**src/rtl/load_extend_unit_pkg.sv**
```systemverilog
// Shared load-path encodings.
//   MEM_BYTE / MEM_HALF / MEM_WORD : mem_op access-size codes (2'b11 reserved)
//   EXT_ZERO / EXT_SIGN           : mem_ext extension-mode codes
package load_extend_unit_pkg;

    localparam logic [1:0] MEM_BYTE = 2'b00;
    localparam logic [1:0] MEM_HALF = 2'b01;
    localparam logic [1:0] MEM_WORD = 2'b10;

    localparam logic EXT_ZERO = 1'b0;
    localparam logic EXT_SIGN = 1'b1;

endpackage

```
**src/rtl/load_extend_unit_if.sv**
```systemverilog
// Load-extend bus bundle.
//   Request side : in_valid, mem_op[1:0], mem_ext, byte_off[1:0], word_in[31:0]
//   Direct ext   : ext8_in[7:0], ext16_in[15:0] -> ext8_out[31:0], ext16_out[31:0]
//   Result side  : out_valid, dout[31:0], misalign
// master = requester (drives request/direct operands), slave = load_extend_unit.
interface load_extend_unit_if;

    logic        in_valid;
    logic [1:0]  mem_op;
    logic        mem_ext;
    logic [1:0]  byte_off;
    logic [31:0] word_in;
    logic [7:0]  ext8_in;
    logic [15:0] ext16_in;
    logic [31:0] ext8_out;
    logic [31:0] ext16_out;
    logic        out_valid;
    logic [31:0] dout;
    logic        misalign;

    modport master (
        output in_valid, mem_op, mem_ext, byte_off, word_in, ext8_in, ext16_in,
        input  ext8_out, ext16_out, out_valid, dout, misalign
    );

    modport slave (
        input  in_valid, mem_op, mem_ext, byte_off, word_in, ext8_in, ext16_in,
        output ext8_out, ext16_out, out_valid, dout, misalign
    );

endinterface

```
**src/rtl/load_extend_unit_ext.sv**
```systemverilog
// ext_n_to_32: combinational N-bit to 32-bit extender.
//   din_i[N-1:0]  operand
//   sign_i        1: replicate din_i MSB into upper bits, 0: zero-fill
//   dout_o[31:0]  extended result
module ext_n_to_32 #(
    parameter int unsigned N = 8
) (
    input  logic [N-1:0] din_i,
    input  logic         sign_i,
    output logic [31:0]  dout_o
);

    logic fill;

    assign fill   = sign_i & din_i[N-1];
    assign dout_o = {{(32 - N){fill}}, din_i};

endmodule

```
**src/rtl/load_extend_unit.sv**
```systemverilog
// load_extend_unit: load-path lane extractor/extender with one-cycle registered result.
//   clk   : rising-edge clock
//   rstn  : asynchronous active-low reset
//   bus   : load_extend_unit_if.slave (request, direct extender operands/results,
//           registered out_valid/dout/misalign)
module load_extend_unit
    import load_extend_unit_pkg::*;
(
    input  logic                 clk,
    input  logic                 rstn,
    load_extend_unit_if.slave    bus
);

    logic        sign_ext;
    logic [7:0]  byte_lane;
    logic [15:0] half_lane;
    logic [31:0] byte_ext;
    logic [31:0] half_ext;
    logic [31:0] res_d;
    logic        mis_d;
    logic [31:0] dout_q;
    logic        mis_q;
    logic        valid_q;

    assign sign_ext = (bus.mem_ext == EXT_SIGN);

    // Free-standing extenders offered to other users of the bus.
    ext_n_to_32 #(.N(8)) u_ext8_direct (
        .din_i  (bus.ext8_in),
        .sign_i (sign_ext),
        .dout_o (bus.ext8_out)
    );

    ext_n_to_32 #(.N(16)) u_ext16_direct (
        .din_i  (bus.ext16_in),
        .sign_i (sign_ext),
        .dout_o (bus.ext16_out)
    );

    // Lane select: little-endian, byte0 = word_in[7:0].
    always_comb begin
        byte_lane = bus.word_in[7:0];
        case (bus.byte_off)
            2'd0:    byte_lane = bus.word_in[7:0];
            2'd1:    byte_lane = bus.word_in[15:8];
            2'd2:    byte_lane = bus.word_in[23:16];
            default: byte_lane = bus.word_in[31:24];
        endcase
    end

    // byte_off[0] is only meaningful for the misalign check; bit 1 picks the half.
    assign half_lane = bus.byte_off[1] ? bus.word_in[31:16] : bus.word_in[15:0];

    ext_n_to_32 #(.N(8)) u_ext8_lane (
        .din_i  (byte_lane),
        .sign_i (sign_ext),
        .dout_o (byte_ext)
    );

    ext_n_to_32 #(.N(16)) u_ext16_lane (
        .din_i  (half_lane),
        .sign_i (sign_ext),
        .dout_o (half_ext)
    );

    // Result/misalign decode; illegal requests return zero data.
    always_comb begin
        res_d = '0;
        mis_d = 1'b0;
        case (bus.mem_op)
            MEM_BYTE: res_d = byte_ext;
            MEM_HALF: begin
                if (bus.byte_off[0]) begin
                    mis_d = 1'b1;
                end else begin
                    res_d = half_ext;
                end
            end
            MEM_WORD: res_d = bus.word_in;
            default:  mis_d = 1'b1;
        endcase
    end

    // Output register: data/misalign only update on a valid request.
    always_ff @(posedge clk or negedge rstn) begin
        if (!rstn) begin
            valid_q <= 1'b0;
            dout_q  <= '0;
            mis_q   <= 1'b0;
        end else begin
            valid_q <= bus.in_valid;
            if (bus.in_valid) begin
                dout_q <= res_d;
                mis_q  <= mis_d;
            end
        end
    end

    assign bus.out_valid = valid_q;
    assign bus.dout      = dout_q;
    assign bus.misalign  = mis_q;

endmodule

```
**src/flat_wrapper.sv**
```systemverilog
// flat-port wrapper written by rule: the top's interface ports become plain ports
module load_extend_unit_flat import load_extend_unit_pkg::*;
  (clk, rstn, bus_in_valid, bus_mem_op, bus_mem_ext, bus_byte_off, bus_word_in, bus_ext8_in, bus_ext16_in, bus_ext8_out, bus_ext16_out, bus_out_valid, bus_dout, bus_misalign);
  load_extend_unit_if bus_i ();
  input  logic clk;
  input  logic rstn;
  input wire logic [$bits(bus_i.in_valid)-1:0] bus_in_valid;
  input wire logic [$bits(bus_i.mem_op)-1:0] bus_mem_op;
  input wire logic [$bits(bus_i.mem_ext)-1:0] bus_mem_ext;
  input wire logic [$bits(bus_i.byte_off)-1:0] bus_byte_off;
  input wire logic [$bits(bus_i.word_in)-1:0] bus_word_in;
  input wire logic [$bits(bus_i.ext8_in)-1:0] bus_ext8_in;
  input wire logic [$bits(bus_i.ext16_in)-1:0] bus_ext16_in;
  output wire logic [$bits(bus_i.ext8_out)-1:0] bus_ext8_out;
  output wire logic [$bits(bus_i.ext16_out)-1:0] bus_ext16_out;
  output wire logic [$bits(bus_i.out_valid)-1:0] bus_out_valid;
  output wire logic [$bits(bus_i.dout)-1:0] bus_dout;
  output wire logic [$bits(bus_i.misalign)-1:0] bus_misalign;
  assign bus_i.in_valid = bus_in_valid;
  assign bus_i.mem_op = bus_mem_op;
  assign bus_i.mem_ext = bus_mem_ext;
  assign bus_i.byte_off = bus_byte_off;
  assign bus_i.word_in = bus_word_in;
  assign bus_i.ext8_in = bus_ext8_in;
  assign bus_i.ext16_in = bus_ext16_in;
  assign bus_ext8_out = bus_i.ext8_out;
  assign bus_ext16_out = bus_i.ext16_out;
  assign bus_out_valid = bus_i.out_valid;
  assign bus_dout = bus_i.dout;
  assign bus_misalign = bus_i.misalign;
  load_extend_unit u_core (.clk(clk), .rstn(rstn), .bus(bus_i));
endmodule
```
**config.mk**
```make
export PLATFORM = sky130hd
export DESIGN_NAME = load_extend_unit_flat
export DESIGN_NICKNAME = d
export VERILOG_FILES = /design/src/rtl/load_extend_unit_pkg.sv /design/src/rtl/load_extend_unit_if.sv /design/src/rtl/load_extend_unit_ext.sv /design/src/rtl/load_extend_unit.sv /design/src/flat_wrapper.sv
export SDC_FILE = /design/constraint.sdc
export NUM_CORES = 1
export LEC_CHECK = 0
export BUFFER_PORTS_ARGS = -buffer_cell sky130_fd_sc_hd__buf_2
export CAP_MARGIN = 10
export CORE_MARGIN = 4
export CORE_UTILIZATION = 43
export DETAILED_ROUTE_END_ITERATION = 8
export PLACE_DENSITY = 0.83
export SETUP_SLACK_MARGIN = 0.1
export SKIP_CTS_REPAIR_TIMING = 1
export SYNTH_ARGS = -nofsm -noshare
export SYNTH_HDL_FRONTEND = slang
export SYNTH_HIERARCHICAL = 1
export SYNTH_SLANG_ARGS = --single-unit
export TNS_END_PERCENT = 10
```
**constraint.sdc**
```tcl
create_clock -name clk -period 0.9 [get_ports clk]
set_input_delay 0.045 -clock clk [delete_from_list [all_inputs] [get_ports clk]]
set_output_delay 0.045 -clock clk [all_outputs]
set_load 0.02 [all_outputs]
```
# Word level (Yosys, flattened, before mapping)
# Cells that the tools add are included.
[totals]
output_inout_bits = 98
register_bits = 34
input_bits = 64
[op_classes]
n_bitwise = 4
n_reduce_logical = 3
muxes = 6
n_eq_ne = 4
[op_table]
columns = ["op", "count"]
rows = [
  ["$pmux 32 s3", 1],
  ["$mux 32", 1],
  ["$pmux 8 s3", 1],
  ["$mux 16", 1],
  ["$and 1x1->1", 4],
  ["$eq 2x1->1 const B", 2],
  ["$eq 2x2->1 const B", 2],
  ["$logic_not 2->1", 2],
  ["$pmux 1 s2", 1],
  ["$reduce_or 2->1", 1],
  ["$mux 1", 1],
]

# Depth between registers and ports, before layout
# Gate-level depths: netlist of run 1.
[depth]
ltp_word = 4
ltp_mapped = 8
mapped_depth_nobuf = 5

# Hierarchy
# The synthesis of run 1 kept the hierarchy.
[modules_own_cells]
columns = ["module", "seq_area_each_um2", "cells_per_inst", "instances", "area_per_inst_um2"]
rows = [
  ["load_extend_unit", 850.8, 177, 1, 2314.7],
  ["ext_n_to_32", 0.0, 33, 4, 246.5],
]

# Worst setup path before layout of run 1
# OpenSTA, ideal clock, no wires.
[synth_timing]
path_type = "input -> register"
start = "in bus_byte_off[1]"
end = "reg u_core.dout_q[10] (netlist: u_core/bus.dout[10])"
path_slack_ns = -1.192
path_stages = 8
path_buffers = 3
t_required_ns = 0.774
t_arrival_ns = 1.966
setup_time_ns = 0.126
path_cell_list = "buf_6 -> buf_6 -> mux2_2 -> mux2_2 -> and2_1 -> buf_4 -> mux2_4 -> a221o_1"
[synth_via]
elab_chain_cells = 4
[synth_lines]
columns = ["element", "line_no", "source"]
rows = [
  ["start: declaration", "flat_wrapper.sv:10", "input wire logic [$bits(bus_i.byte_off)-1:0] bus_byte_off;"],
  ["$eq 2x2->1 (tied with other cells)", "load_extend_unit.sv:43", "case (bus.byte_off)"],
  ["$pmux 8 s3 (*)", "load_extend_unit.sv:43", ""],
  ["net u_core.byte_lane[7]", "load_extend_unit.sv:15", "logic [7:0] byte_lane;"],
  ["$and 1x1->1 (*)", "load_extend_unit_ext.sv:15", "assign fill = sign_i & din_i[N-1];"],
  ["net u_core.u_ext8_lane.fill", "load_extend_unit_ext.sv:13", "logic fill;"],
  ["$pmux 32 s3 (*)", "load_extend_unit.sv:70", "case (bus.mem_op)"],
  ["end signal: assignment", "load_extend_unit.sv:93", "dout_q <= res_d;"],
  ["end: declaration", "load_extend_unit.sv:21", "logic [31:0] dout_q;"],
]
# The timed path passes the listed nets; every way through them passes the cells marked *.
# A chain may end at the register's enable or synchronous reset.

# Final worst setup path of run 1
[layout_timing]
start = "in bus_byte_off[1]"
end = "reg u_core.dout_q[9] (netlist: u_core/bus.dout[9])"
[layout_via]
elab_chain_cells = 4
[layout_lines]
columns = ["element", "line_no", "source"]
rows = [
  ["$eq 2x2->1 (tied with other cells)", "load_extend_unit.sv:43", ""],
  ["$pmux 8 s3 (*)", "load_extend_unit.sv:43", ""],
  ["net u_core.byte_lane[7]", "load_extend_unit.sv:15", ""],
  ["$and 1x1->1 (*)", "load_extend_unit_ext.sv:15", ""],
  ["net u_core.byte_ext[8]", "load_extend_unit.sv:17", "logic [31:0] byte_ext;"],
  ["$pmux 32 s3 (*)", "load_extend_unit.sv:70", ""],
]
# Marks and branches as above.

==> results of run 1 <==
synthesized netlist by cell type:
cell type / count / share of area
clkbuf_1: 4 / 0.0045
nor4bb_1: 1 / 0.0030
a221o_1: 32 / 0.097
dfrtp_1: 34 / 0.26
and2_1: 4 / 0.0076
inv_1: 1 / 0.0011
buf_4: 130 / 0.30
mux2_4: 29 / 0.13
nor2b_1: 19 / 0.036
o211ai_1: 1 / 0.0023
mux2_2: 27 / 0.092
buf_6: 7 / 0.024
o21ai_0: 1 / 0.0015
and2b_1: 14 / 0.032
buf_8: 2 / 0.0091
buf_2: 3 / 0.0045
power breakdown:
part / switching, uW / internal, uW
clock: 624 / 616
combinational: 929 / 957
sequential: 91.5 / 1680
routing by layer:
| metal | global-route usage | routed length (um) | vias to the layer above |
|---|---|---|---|
| met3 | 0.04104 | 841 | 14 |
| met1 | 0.2085 | 3263 | 1085 |
| met4 | 0.06161 | 188 | 0 |
| met5 | 0 | 0 | - |
| li1 | - | - | 998 |
| met2 | 0.2774 | 3927 | 149 |
through the flow:
| stage | utilization | setup TNS (ns) | area [um2] | worst slack [ns] |
|---|---|---|---|---|
| after floorplan | - | -29.82 | 3307 | -0.9885 |
| final | 0.4839 | -14.57 | 3566 | -0.4800 |
| after detailed placement | 0.4494 | -30.11 | 3312 | -0.9416 |
| after CTS | 0.4623 | -20.82 | 3407 | -0.6375 |
| after global routing | 0.4839 | -15.63 | 3566 | -0.4965 |
| after global placement | 0.4494 | -27.67 | 3312 | -0.9052 |
registers in the layout (all words and copies together), names as in the netlist:
register and count:
u_core/bus.dout 32, u_core/bus.misalign 1, u_core/bus.out_valid 1
how the worst max path moves through the flow:
stage | startpoint | endpoint | depth (start not counted)
floorplan | bus_byte_off[1] | u_core/bus.dout[10]$_DFFE_PN0P_ | 8
finish | bus_byte_off[1] | u_core/bus.dout[9]$_DFFE_PN0P_ | 6
global placement | bus_byte_off[1] | u_core/bus.dout[28]$_DFFE_PN0P_ | 6
detailed placement | bus_byte_off[1] | u_core/bus.dout[22]$_DFFE_PN0P_ | 6
global route | bus_byte_off[1] | u_core/bus.dout[14]$_DFFE_PN0P_ | 6
CTS | bus_byte_off[1] | u_core/bus.dout[9]$_DFFE_PN0P_ | 6
logic make-up after synthesis:
family          synth area share
simple gates             0.07847
mux                       0.2240
compound gates            0.1008
flops                     0.2578
buf+inv                   0.3389
area by class of cell:
cell class	count	area share
clock buffer	6	0.02316
timing repair buffer	162	0.3081
sequential	34	0.2386
clock inverter	2	0.003509
tap	99	0.03474
inverter	1	0.001053
multi-input combinational	131	0.3909
worst reg2reg max path, cell delays in order, from the launching register on:
cell     delay [ns]
dfrtp_1        0.40
and2b_1        0.17
a221o_1        0.26
==> impl_metrics.ini, run 1 <==
[sta]
skew_ns = 0
timing.final.crit_period_ns = 1.380
rsz0062_at_grt = yes
hold_ws_ns = 0.09001
finalSetupViolations = 39
period_share = 1.533
fmax_mhz = 724.6
worst_pin_slew_ns = 0.2920
worst_slack_ns = -0.4800
final_max_slew_viol_count = 0
hold_viol_final = 0
relSlewSlack = 0.8050

[hold_path]
hold_path_end = bus_ext16_out[11]
hold_path_depth = 0
worst_hold_startpoint = bus_ext16_in[11]
hold_class = primary input to output pin

[routing]
drt_iter0_drc = 199
drc = 0
dr.pass1.iters = 4
routedWlPerCell_um = 18.90
vias_per_cell = 5.163
num_vias = 2246
drt-total-wl_mm = 8.221
drtAntennaViolNets = 0

[clock_network]
cts_tree = done
cts_buffers = 5
cts_buffer_depth = 2
clkTransAtPathRegs_ns = 0.08
cts_max_level = 2
root_buffer = clkbuf_8
clk-insertion-delay-late_ns = 0.29
clock-sinks = 34

[global_route]
grt_use_total = 0.1669
grt_first_pass_wirelength_mm = 11.73
antenna_found_initial = 0
grt_max_degree = 35
grt_pass1_vias = 2264
overflow = 0

[setup_path]
critPathRequiredTime_ns = 1.08
cp_max_fo = 6
cp_num_buf_inv = 1
timing.rr.start = u_core/bus.dout[21]$_DFFE_PN0P_
r2r_setup_slack_ns = -0.04
worstRegToRegCells = 2
crit_arrival_ns = 1.56
cp_common_cell = mux2_4
cp_slowest_cell = mux2_4
r2r-end = u_core/bus.dout[21]$_DFFE_PN0P_
crit_chain = buf_12 -> mux2_4 -> mux2_4 -> and2_4 -> mux2_4 -> a221o_1
max_stage_delay_ns = 0.31
cpLargestDelayFamily = multiplexers
critPathLaunchType = primary input
cp-end-kind = flip-flop
critPathKind = primary input to flip-flop

[synthesis]
ys_seq_elements = 34
yosysSeqAreaShare = 0.2578
syn_area_mm2 = 0.003301
yosysWarnings = 6
yosysUniqueCellTypes = 16
syn_avg_cell_area_um2 = 10.68
synthCells = 309
synth_fp_nets = 373

[run_status]
outcome = complete, but fails checks
violations = setup timing

[power]
p_per_area_mw_per_mm2 = 1374
peakVddDrop_mv = 0.5054
power_uw = 4900
cellLeakagePower_uw = 0.001921

[final_layout]
fillCellCount = 652
fin_cells = 435
area_delta_synth_final_pct = 8.036
final_cell_mix = buf_2, dfrtp_1, buf_4
multiInputGateArea_mm2 = 0.001394
ff_latch_area_um2 = 850.8
final_common_cell = buf_2
nNetsFinal = 399
diodes = 0
drive_gt1_frac = 0.6935

[placed_design]
io_buffers = 117
routabilityCongestion = 0.8186
dp.cells = 423
dp_hpwl_mm = 5.761

[die]
io_pins = 162
dieArea_mm2 = 0.009141
die_y_um = 95.61
num_rows = 31
start_util = 0.4479
coreArea_mm2 = 0.007370
die_x_um = 95.61

[job]
maxCapViolCount = 0
Note: power is estimated with default switching activity, not from simulation.
==> run 2: changes to the inputs <==
==> constraint.sdc (replaced) <==
create_clock -name clk -period 0.9 [get_ports clk]
set_input_delay 0.045 -clock clk [delete_from_list [all_inputs] [get_ports clk]]
set_output_delay 0.045 -clock clk [all_outputs]
set_load 0.05 [all_outputs]
==> run 2 against run 1 <==
Effect of this change: the flow still finishes with violations (setup timing); sequential power barely moved; count of clock-buffer cells in the layout up 1; largest power group unchanged; clock power increased by 15%; first-iteration DRC count shrank 37%; critical path depth did not move; register-to-register slack worse by 0.02 ns; highest routed layer unchanged; maximum frequency is essentially flat; die area did not move; critical endpoint is now u_core/bus.dout[25]$_DFFE_PN0P_; via count rose by 0.76%; setup slack got worse by 0.00099 ns.
==> impl_metrics.ini, run 2 (synthesized netlist as in run 1, its figures left out) <==
[run_status]
outcome = complete, but fails checks
violations = setup timing

[placed_design]
dp.cells = 425
placed_cell_area_mm2 = 0.003339
dp_hpwl_mm = 5.918
routabilityCongestion = 0.8145
io_buffers = 117

[routing]
drt_iter0_drc = 125
routedWlPerCell_um = 19.18
vias_per_cell = 5.178
dr.pass1.iters = 4
num_vias = 2263
drc = 0
drtAntennaViolNets = 0
drt-total-wl_mm = 8.380

[die]
dieArea_mm2 = 0.009141
die_y_um = 95.61
io_pins = 162
die_x_um = 95.61
num_rows = 31
coreArea_mm2 = 0.007370
start_util = 0.4479

[global_route]
grt_use_total = 0.1711
grt_first_pass_wirelength_mm = 11.93
grt_pass1_vias = 2314
antenna_found_initial = 0
grt_max_degree = 35
overflow = 0

[final_layout]
fin_cells = 437
diodes = 0
final_core_util = 0.5194
final_cell_mix = buf_4, buf_2, buf_6, dfrtp_1
finalInstanceArea_mm2 = 0.003827
largest_register_ffs = 32
area_delta_synth_final_pct = 15.96
drive_gt1_frac = 0.6864
fillCellCount = 595
nNetsFinal = 401
final_common_cell = buf_4

[sta]
final_max_slew_viol_count = 0
period_share = 1.534
relSlewSlack = 0.8038
worst_pin_slew_ns = 0.2939
finalSetupViolations = 43
worst_slack_ns = -0.4810
fmax_mhz = 724.1
timing.final.crit_period_ns = 1.381
hold_viol_final = 0
skew_ns = 0
rsz0062_at_grt = yes
hold_ws_ns = 0.09002

[setup_path]
cp_common_cell = mux2_4
r2r-end = u_core/bus.dout[25]$_DFFE_PN0P_
crit_chain = buf_12 -> mux2_4 -> mux2_4 -> and2_4 -> mux2_4 -> a221o_1
timing.rr.start = u_core/bus.dout[25]$_DFFE_PN0P_
cp_num_buf_inv = 1
cp-end-kind = flip-flop
cp_max_fo = 6
crit_arrival_ns = 1.55
worstRegToRegCells = 2
critPathKind = primary input to flip-flop
critPathRequiredTime_ns = 1.07
r2r_setup_slack_ns = -0.06
cp_slowest_cell = mux2_4
critPathLaunchType = primary input
max_stage_delay_ns = 0.31
cpLargestDelayFamily = multiplexers

[job]
maxCapViolCount = 0

[clock_network]
cts_buffer_depth = 2
clkTransAtPathRegs_ns = 0.08
clk-insertion-delay-late_ns = 0.29
cts_max_level = 2
clock-sinks = 34
cts_buffers = 5
root_buffer = clkbuf_8
cts_tree = done

[hold_path]
hold_class = primary input to output pin
hold_path_end = bus_ext16_out[10]
hold_path_depth = 0
worst_hold_startpoint = bus_ext16_in[10]

[power]
cellLeakagePower_uw = 0.001967
p_per_area_mw_per_mm2 = 1540
peakVddDrop_mv = 0.5526
## run 2: cell types whose count changed in the layout (fill, tap and decap cells not counted)
cell	previous run	this run
and2_4	6	5
bufinv_16	0	1
buf_6	16	34
buf_12	6	7
clkbuf_8	6	5
clkbuf_4	0	24
buf_4	33	55
clkbuf_1	0	2
clkinvlp_4	1	0
clkinv_2	1	0
and2_1	1	2
buf_2	105	42
## run 2: power by group
group / total, uW / switching [uW] / internal [uW]
Clock: 1420 / 591 / 829
Sequential: 1800 / 115 / 1680
Combinational: 2680 / 1530 / 1140
## run 2: how the worst max path moves through the flow
stage	startpoint	end	slack (ns)	cells past startpoint
global placement	bus_byte_off[1]	u_core/bus.dout[28]$_DFFE_PN0P_	-0.90	6
finish	bus_byte_off[1]	u_core/bus.dout[25]$_DFFE_PN0P_	-0.48	6
floorplan	bus_byte_off[1]	u_core/bus.dout[10]$_DFFE_PN0P_	-0.99	8
detailed placement	bus_byte_off[1]	u_core/bus.dout[14]$_DFFE_PN0P_	-0.95	6
CTS	bus_byte_off[1]	u_core/bus.dout[25]$_DFFE_PN0P_	-0.66	6
global route	bus_byte_off[1]	u_core/bus.dout[25]$_DFFE_PN0P_	-0.50	6
## run 2: metal layers
layer  track usage  wire length (um)  up-vias
li1              -                 -     1003
met4       0.04502               108        0
met5             0                 0        -
met1        0.2110              3183     1101
met3       0.04736               878       12
met2        0.2924              4210      147
## run 2: through the flow
step	total power, uW	TNS (ns)	worst slack (ns)
3_3_place_gp	4113	-27.66	-0.8997
6_report	5894	-14.93	-0.4810
5_1_grt	6086	-16.05	-0.4970
3_5_place_dp	4157	-29.29	-0.9528
4_1_cts	5556	-22.26	-0.6594
2_1_floorplan	4114	-29.82	-0.9885
## run 2: area by class of cell
class / count / area (um2) / area share
clock buffers: 7 / 76.32 / 0.01994
inverters: 1 / 3.754 / 0.0009807
well taps: 99 / 123.9 / 0.03236
multi-input cells: 131 / 1391 / 0.3635
clock inverters: 1 / 30.03 / 0.007846
repair buffers: 164 / 1351 / 0.3531
flip-flops and latches: 34 / 850.8 / 0.2223
